===== src/rtl/hardwired_control_unit.sv =====
// Hardwired control unit: owns the T1..T4 step sequence, latches a one-hot
// opcode and register selects on Start, and drives the register, Y, ALU and
// Z control lines. Mul/Div stall in T2 until AluDone, with a bounded wait.
module hardwired_control_unit #(
  parameter int unsigned NREG     = 4,
  parameter int unsigned SEL_W    = 2,
  parameter int unsigned MAX_WAIT = 15,
  parameter int unsigned WAIT_W   = 4
) (
  input  logic             Clk,
  input  logic             Reset,
  input  logic             Start,
  input  logic [3:0]       Ins,
  input  logic [SEL_W-1:0] SrcA,
  input  logic [SEL_W-1:0] SrcB,
  input  logic [SEL_W-1:0] Dst,
  input  logic             AluDone,
  output logic             Run,
  output logic [NREG-1:0]  Rin,
  output logic [NREG-1:0]  Rout,
  output logic             Yin,
  output logic             SelectY,
  output logic             Zin,
  output logic             Zout,
  output logic             Add,
  output logic             Sub,
  output logic             Mul,
  output logic             Div,
  output logic             End,
  output logic             Error,
  output logic [4:0]       Step
);

  // One extra bit so NREG == 2^SEL_W still compares correctly.
  localparam logic [SEL_W:0] NREG_LIM = (SEL_W+1)'(NREG);

  typedef enum logic [2:0] {
    S_IDLE = 3'd0,
    S_T1   = 3'd1,
    S_T2   = 3'd2,
    S_T3   = 3'd3,
    S_T4   = 3'd4
  } state_t;

  state_t            state_q;
  state_t            nxt_state;
  logic [3:0]        ins_q;
  logic [3:0]        nxt_ins;
  logic [SEL_W-1:0]  srca_q;
  logic [SEL_W-1:0]  srcb_q;
  logic [SEL_W-1:0]  dst_q;
  logic [SEL_W-1:0]  nxt_srca;
  logic [SEL_W-1:0]  nxt_srcb;
  logic [SEL_W-1:0]  nxt_dst;
  logic [WAIT_W-1:0] wait_q;
  logic [WAIT_W-1:0] nxt_wait;
  logic              nxt_err;
  logic              req_ok;
  logic              multi_q;
  logic              nxt_multi;
  logic              zin_q;

  // A request is acceptable only with a one-hot opcode and in-range selects.
  assign req_ok = $onehot(Ins)
                  && ({1'b0, SrcA} < NREG_LIM)
                  && ({1'b0, SrcB} < NREG_LIM)
                  && ({1'b0, Dst}  < NREG_LIM);

  assign multi_q   = ins_q[2] | ins_q[3];
  assign nxt_multi = nxt_ins[2] | nxt_ins[3];

  // Zin for Mul/Div follows AluDone live in T2; Add/Sub use the registered strobe.
  assign Zin = zin_q | ((state_q == S_T2) & multi_q & AluDone);

  // Next-state, field latching, wait counter and error decision.
  always_comb begin
    nxt_state = state_q;
    nxt_ins   = ins_q;
    nxt_srca  = srca_q;
    nxt_srcb  = srcb_q;
    nxt_dst   = dst_q;
    nxt_wait  = wait_q;
    nxt_err   = 1'b0;
    case (state_q)
      S_IDLE, S_T4: begin
        nxt_state = S_IDLE;
        if (Start) begin
          if (req_ok) begin
            nxt_state = S_T1;
            nxt_ins   = Ins;
            nxt_srca  = SrcA;
            nxt_srcb  = SrcB;
            nxt_dst   = Dst;
          end else begin
            nxt_err = 1'b1;
          end
        end
      end
      S_T1: nxt_state = S_T2;
      S_T2: begin
        if (!multi_q) begin
          nxt_state = S_T3;
        end else if (AluDone) begin
          nxt_state = S_T3;
          nxt_wait  = '0;
        end else if (wait_q == WAIT_W'(MAX_WAIT)) begin
          nxt_state = S_IDLE;
          nxt_err   = 1'b1;
          nxt_wait  = '0;
        end else begin
          nxt_wait = wait_q + WAIT_W'(1);
        end
      end
      S_T3: nxt_state = S_T4;
      default: nxt_state = S_IDLE;
    endcase
  end

  // State/field registers and outputs registered from the upcoming state.
  always_ff @(posedge Clk) begin
    if (Reset) begin
      state_q <= S_IDLE;
      ins_q   <= '0;
      srca_q  <= '0;
      srcb_q  <= '0;
      dst_q   <= '0;
      wait_q  <= '0;
      Run     <= 1'b0;
      Rin     <= '0;
      Rout    <= '0;
      Yin     <= 1'b0;
      SelectY <= 1'b0;
      zin_q   <= 1'b0;
      Zout    <= 1'b0;
      Add     <= 1'b0;
      Sub     <= 1'b0;
      Mul     <= 1'b0;
      Div     <= 1'b0;
      End     <= 1'b0;
      Error   <= 1'b0;
      Step    <= 5'b00001;
    end else begin
      state_q <= nxt_state;
      ins_q   <= nxt_ins;
      srca_q  <= nxt_srca;
      srcb_q  <= nxt_srcb;
      dst_q   <= nxt_dst;
      wait_q  <= nxt_wait;
      Error   <= nxt_err;
      Run     <= (nxt_state != S_IDLE);
      Rin     <= '0;
      Rout    <= '0;
      Yin     <= 1'b0;
      SelectY <= 1'b0;
      zin_q   <= 1'b0;
      Zout    <= 1'b0;
      Add     <= 1'b0;
      Sub     <= 1'b0;
      Mul     <= 1'b0;
      Div     <= 1'b0;
      End     <= 1'b0;
      case (nxt_state)
        S_T1: begin
          Step <= 5'b00010;
          Rout <= NREG'(1) << nxt_srca;
          Yin  <= 1'b1;
        end
        S_T2: begin
          Step    <= 5'b00100;
          Rout    <= NREG'(1) << nxt_srcb;
          SelectY <= 1'b1;
          Add     <= nxt_ins[0];
          Sub     <= nxt_ins[1];
          Mul     <= nxt_ins[2];
          Div     <= nxt_ins[3];
          zin_q   <= !nxt_multi;
        end
        S_T3: begin
          Step <= 5'b01000;
          Zout <= 1'b1;
          Rin  <= NREG'(1) << nxt_dst;
        end
        S_T4: begin
          Step <= 5'b10000;
          End  <= 1'b1;
        end
        default: Step <= 5'b00001;
      endcase
    end
  end

endmodule


===== config.mk =====
export PLATFORM = sky130hd
export DESIGN_NAME = hardwired_control_unit
export DESIGN_NICKNAME = d
export VERILOG_FILES = /design/src/rtl/hardwired_control_unit.sv
export SDC_FILE = /design/constraint.sdc
export NUM_CORES = 1
export LEC_CHECK = 0
export CAP_MARGIN = 20
export CORE_MARGIN = 10
export CORE_UTILIZATION = 35
export DETAILED_ROUTE_END_ITERATION = 10
export GPL_TIMING_DRIVEN = 0
export SYNTH_ARGS = -nofsm -noshare
export SYNTH_HDL_FRONTEND = slang
export SYNTH_SLANG_ARGS = --single-unit

===== constraint.sdc =====
create_clock -name Clk -period 2.75 [get_ports Clk]
set_input_delay 0.275 -clock Clk [delete_from_list [all_inputs] [get_ports Clk]]
set_output_delay 0.275 -clock Clk [all_outputs]
set_load 0.02 [all_outputs]

After elaboration in Yosys (flattened, before gate mapping) --
Cells that the tools add are included.
Word-level totals: output and inout bits 24, logic and storage cells 83, flip-flop bits (word level) 41, input bits 14
Operators by class: shift-type cells 3, bitwise logic cells 7, add/sub/neg operators 4, equal/unequal tests 10, mux-type cells 32, reductions and logical operators 7
Operator list (count):
- $mux W4 | 5
- $pmux W5 S4 | 1
- $mux W2 | 9
- $eq A3 B2 Y1 const B | 4
- $pmux W3 S4 | 1
- $shl A1 B2 Y4 const A | 3
- $mux W1 | 11
- $eq A3 B1 Y1 const B | 3
- $mux W3 | 3
- $pmux W4 S2 | 1
- $eq A3 B3 Y1 const B | 2
- $reduce_or A2 Y1 | 3
- $add A1 B1 Y2 | 2
- $add A4 B1 Y4 const B | 1
- $eq A4 B4 Y1 const B | 1
- $add A2 B2 Y3 | 1
- $logic_not A3 Y1 | 1
- $or A1 B1 Y1 | 3
- $reduce_bool A3 Y1 | 1
- $and A1 B1 Y1 | 2
- $not A1 Y1 | 2
- $pmux W1 S2 | 1
- $reduce_and A2 Y1 | 1
- $logic_not A1 Y1 | 1

Longest topological paths before layout --
depth after elaboration 9, mapped depth 10, mapped depth without buffers 10

Least setup slack after synthesis --
No wires, ideal clock.
path kind input to register, from in Ins[0], to reg Rout[2], arrival 2227 ps, required time 2633 ps, path slack 405 ps, cell stages on the path 9, cell sequence inv_1 > fa_1 > inv_1 > ha_1 > ha_1 > nor3b_1 > a22oi_1 > nor3b_2 > a32o_1
On the way: word-level cells in the longest chain between the ends 8, elaborated cells between the ends (all ways) 17
RTL lines:
- start: declaration | RTL line 13 | input logic [3:0] Ins,
- $add A1 B1 Y2 (implied by the code) (*) | RTL line 64 | assign req_ok = $onehot(Ins)
- $add A2 B2 Y3 (implied by the code) (*) | RTL line 64
- $eq A3 B1 Y1 (*) | RTL line 64
- $mux W1 or $mux W2 (tied branches) | RTL line 88 | if (req_ok) begin
- $mux W1 or $mux W2 (tied branches) | RTL line 87 | if (Start) begin
- $pmux W3 S4 or $mux W2 (tied branches) | RTL line 84 | case (state_q)
- $eq A3 B2 Y1, or another cell as far along | RTL line 162 | case (nxt_state)
- $pmux W4 S2 (*) | RTL line 162
- end signal: assignment | RTL line 165 | Rout <= NREG'(1) << nxt_srca;
- end signal: assignment | RTL line 170 | Rout <= NREG'(1) << nxt_srcb;
- end: declaration | RTL line 20 | output logic [NREG-1:0] Rout,
Every way passes the cells marked *; elsewhere a longest branch is shown, timed or not. A chain may end at the register's enable or synchronous reset.

Worst setup path after layout --
from in Ins[0], to reg Rin[0]
On the way: word-level cells in the longest chain between the ends 9, elaborated cells between the ends (all ways) 13
RTL lines:
- $add A1 B1 Y2 (implied by the code) (*) | RTL line 64
- $add A2 B2 Y3 (implied by the code) (*) | RTL line 64
- $eq A3 B1 Y1 (*) | RTL line 64
- $mux W1 | RTL line 88
- $mux W1 | RTL line 87
- $pmux W3 S4 | RTL line 84
- $eq A3 B2 Y1 | RTL line 162
- $not A1 Y1 (no source line)
- $reduce_or A2 Y1 (no source line)
- end signal: assignment | RTL line 181 | Rin <= NREG'(1) << nxt_dst;
- end: declaration | RTL line 19 | output logic [NREG-1:0] Rin,
Marks and branches as above.

==> summary.md <==
The tools report the number of filler instances in the final layout as 361. The min-delay analysis places its worst path in the category reg -> reg. The tools report the overall routed net length as 3.333 mm. After floorplanning, the core was divided into 23 placement rows.

Setup repair after global routing left no endpoint under its margin. Timing would allow up to 380.5 MHz. The total global routing overflow is 0, and the post-synthesis to final-layout area growth is 39.37%. The worst slack on hold paths is 0.4939 ns.

For the worst slew margin relative to its limit, the log shows 60.68%. The global-route wire length before repair came out at 5.616 mm. Clock tree synthesis inserted a total of 5 buffers. Kind of end point of the critical path: a flip-flop. Pin placement for this block handled 38 I/O pins. At the worst endpoint, the arrival time is 2.81 ns.

On the critical path the largest part of the delay comes from adder cells. The total DRC errors in the routed layout was 0. Counting every net in the synthesized netlist gives 172. After detailed routing, the number of vias per cell comes to 4.775. Category of the worst setup path launch point: an input pin.

Sorting the synthesized cells by area gives the leading types as dfxtp_1 53%, nor2_1 5.4%, a21oi_1 3.4%. The pin slew with the least headroom to its limit was 0.5885 ns; the area share of the largest cell type after synthesis was 53.29%. Share of layout cells above drive strength 1: 8.543%.

For this design, the CTS-stage hold fixing added 0 buffers. Entering global routing, the biggest net connects 13 pins. In this run the post-CTS setup repair buffer count came out at 0. The maximum buffer depth of the clock tree was 2. For the worst setup path, the data required time is 2.93 ns. For the number of nets still failing antenna checks after routing, the log shows 0. The logs give 4029 um^2 for the core area and 9.584% for the global router's overall resource usage. During synthesis, Yosys emitted a total of 0 warnings. The HPWL after detailed placement was 2.533 mm; the clock slew seen by the registers of the worst setup and hold paths was 0.08 ns. The die area is 7174 um^2, and the post-synthesis cell count is 154. For the number of max-slew violations in the final report, the log shows 0. Walking the worst path, the cells encountered are clkdlybuf4s50_1 -> inv_1 -> fa_1 -> inv_1 -> ha_1 -> ha_1 -> nor3b_4 -> and2_2 -> buf_2 -> nor3_1 -> o21a_1. Number of endpoints with negative hold slack in the final report: 0. The power per standard cell area is 655.9 nW/um^2.

Summed over all cells, the static leakage comes to 0.7841 nW. The H-tree depth is 2, and the largest clock skew in the final design is 0.006931 ns. The number of antenna cells inserted was 0. The tree built by TritonCTS fans out to 39 sinks.

The synthesized netlist occupies a cell area of 1465 um^2. Across the VDD grid, the largest voltage drop is 0.0002938 V. The flop and latch count out of synthesis was 39; the number of antenna violations at the first check in global routing was 0. The final critical-path required period was 2.628 ns; the die extent in x was 84.70 um. The run finished with clean final reports. The count of input and output buffers came out at 37. Prior to clock tree synthesis, the placed netlist has a worst setup slack of -0.3667 ns. The slowest cell on the critical path is fa_1. Clock tree synthesis selected as its root buffer the cell clkbuf_8. The last weighted congestion value of the routability-driven placer is 0.8289, and the mean routed wirelength per cell is 13.39 um.

The number of distinct library cells after synthesis is 36. Summing all placed instances gives a cell area of 1898 um^2. The peak fanout along the critical path is 8. The worst setup margin was 0.1217 ns; the overall power was 1.339 mW. The total non-filler cell area in the finished layout is 2042 um^2.

The startpoint identified for the worst register-to-register timing path is wait_q[0]$_SDFFE_PP0P_. Launch point of the critical path: Ins[0]. Summing over every cut layer, the via total after detailed routing is 1189. TritonCTS built the clock tree.

The detailed router finished its first iteration with 53 violations. Of the available clock period, the critical path in the final layout requires 95.57%. The height of the die came out at 84.70 um.

Number of detailed-routing iterations run before antenna repair: 4. Mean cell area of the mapped netlist: 9.514 um^2. The synthesized design spends more area on one cell type than any other, namely dfxtp_1.

The logs give 1191 for the number of global-route vias before repair and 0 for the final number of setup-violating endpoints. For this configuration, the core starts out at a cell density of 36.37%. The number of buffers and inverters on the critical path is 4. The critical path's largest stage delay works out to 0.52 ns.

The tool flagged a number of max-cap violations equal to 0. The clock reaches the later pin of the worst-skew pair after 0.29 ns. After synthesis, flip-flops and latches occupy 53.29% of the total area. In this run the most critical hold path is launched from ins_q[1]$_SDFF_PP0_. The number of nets at the end of the flow was 216. Critical path class: in -> reg.
final cells by class:
type                            instances  area, um^2  share of cell area [%]
Buffer                                  5       20.02                  0.9804
Clock buffer                            6       82.58                   4.044
Clock inverter                          2       35.03                   1.716
Inverter                               11       41.29                   2.022
Multi-Input combinational cell         99       649.4                   31.80
Sequential cell                        39       780.7                   38.24
Tap cell                               50       62.56                   3.064
Timing Repair Buffer                   37       370.4                   18.14
worst paths after layout:
check | to | cells after the start | slack (ns)
worst min register to register | ins_q[1]$_SDFF_PP0_ | 2 | 0.49
worst min-delay path | ins_q[1]$_SDFF_PP0_ | 2 | 0.49
worst max-delay path | Rin[0]$_SDFF_PP0_ | 11 | 0.12
worst max register to register | Rout[2]$_SDFF_PP0_ | 5 | 0.97
what timing repair did:
item,in CTS,in global routing
endpoints found under the hold margin,0,0
setup endpoints to repair,6,21
cloned,0,0
gates resized for setup,1,6
synthesized netlist by cell type (all sizes together):
master   count
dfxtp       39
nor2        21
inv         11
nand2       11
a21oi       10
nand3        7
nor3         6
mux2i        5
nor3b        5
clkbuf       4
nand3b       4
a22oi        3
a32o         3
ha           3
and2         2
nor2b        2
o21ai        2
a2111oi      1
a21o         1
a22o         1
a31oi        1
and3         1
and4         1
buf          1
fa           1
nor4         1
o21a         1
o21bai       1
o311ai       1
or2b         1
or3          1
or3b         1
xor2         1
worst min-delay path, cell delays in order, from the launching register on:
cell     delay [ns]
dfxtp_1        0.31
mux2i_1        0.08
nor2_1         0.08
layout by cell type, fill, tap and decap left out, types with 2 or more instances in the layout:
cell             Yosys  final
ha_1                 3      3
a21oi_1             10     10
nor2b_1              2      2
inv_1               10     10
clkdlybuf4s50_1      0     37
clkbuf_1             4      4
clkbuf_8             0      6
mux2i_1              5      5
nor3b_4              0      2
a32o_1               3      3
nand3b_1             4      4
nor3_1               6      6
a22oi_1              3      2
nand3_1              7      7
nor2_1              21     21
o21ai_0              2      2
nand2_1             11     10
dfxtp_1             39     39
nor3b_1              4      3
power by group:
part / internal (mW) / total (mW) / switching [mW]
clock: 0.293 / 0.484 / 0.190
sequential: 0.598 / 0.615 / 0.0176
combinational: 0.112 / 0.240 / 0.128
total: 1.00 / 1.34 / 0.336
layer usage:
metal | global-route usage [%] | wire, um | vias to the layer above | share of wire, %
met2 | 14.62 | 1554 | 33 | 47
met4 | 4.491 | 49 | 0 | 1.5
met5 | 0 | 0 | - | 0
met3 | 4.734 | 264 | 5 | 7.9
li1 | - | - | 615 | -
met1 | 10.95 | 1464 | 536 | 44
cell families after synthesis:
family | Yosys count | synth area share (%)
AO/OA/AOI/OAI | 25 | 11.96
multiplexers | 5 | 3.416
flip-flops | 39 | 53.29
adder cells (fa/ha/maj) | 4 | 3.929
XOR/XNOR | 1 | 0.5979
AND/OR/NAND/NOR | 64 | 22.63
buffers and inverters | 16 | 4.184
flip-flops by register name (all words and copies together) (netlist names), 2 cells and up:
register  cells
Rin           4
state_q       3
wait_q        4
Step          5
Rout          4
dst_q         2
ins_q         4
srcb_q        2
metrics by stage:
stage | setup TNS, ns | std cells | util [%]
after CTS | 0 | 249 | 50.19
final | 0 | 249 | 50.68
after detailed placement | -5.633 | 241 | 47.11
after floorplan | 0 | 154 | -
after global placement | -5.199 | 241 | 47.11
after global routing | 0 | 249 | 50.68
Power figures use the tool's default switching activity.
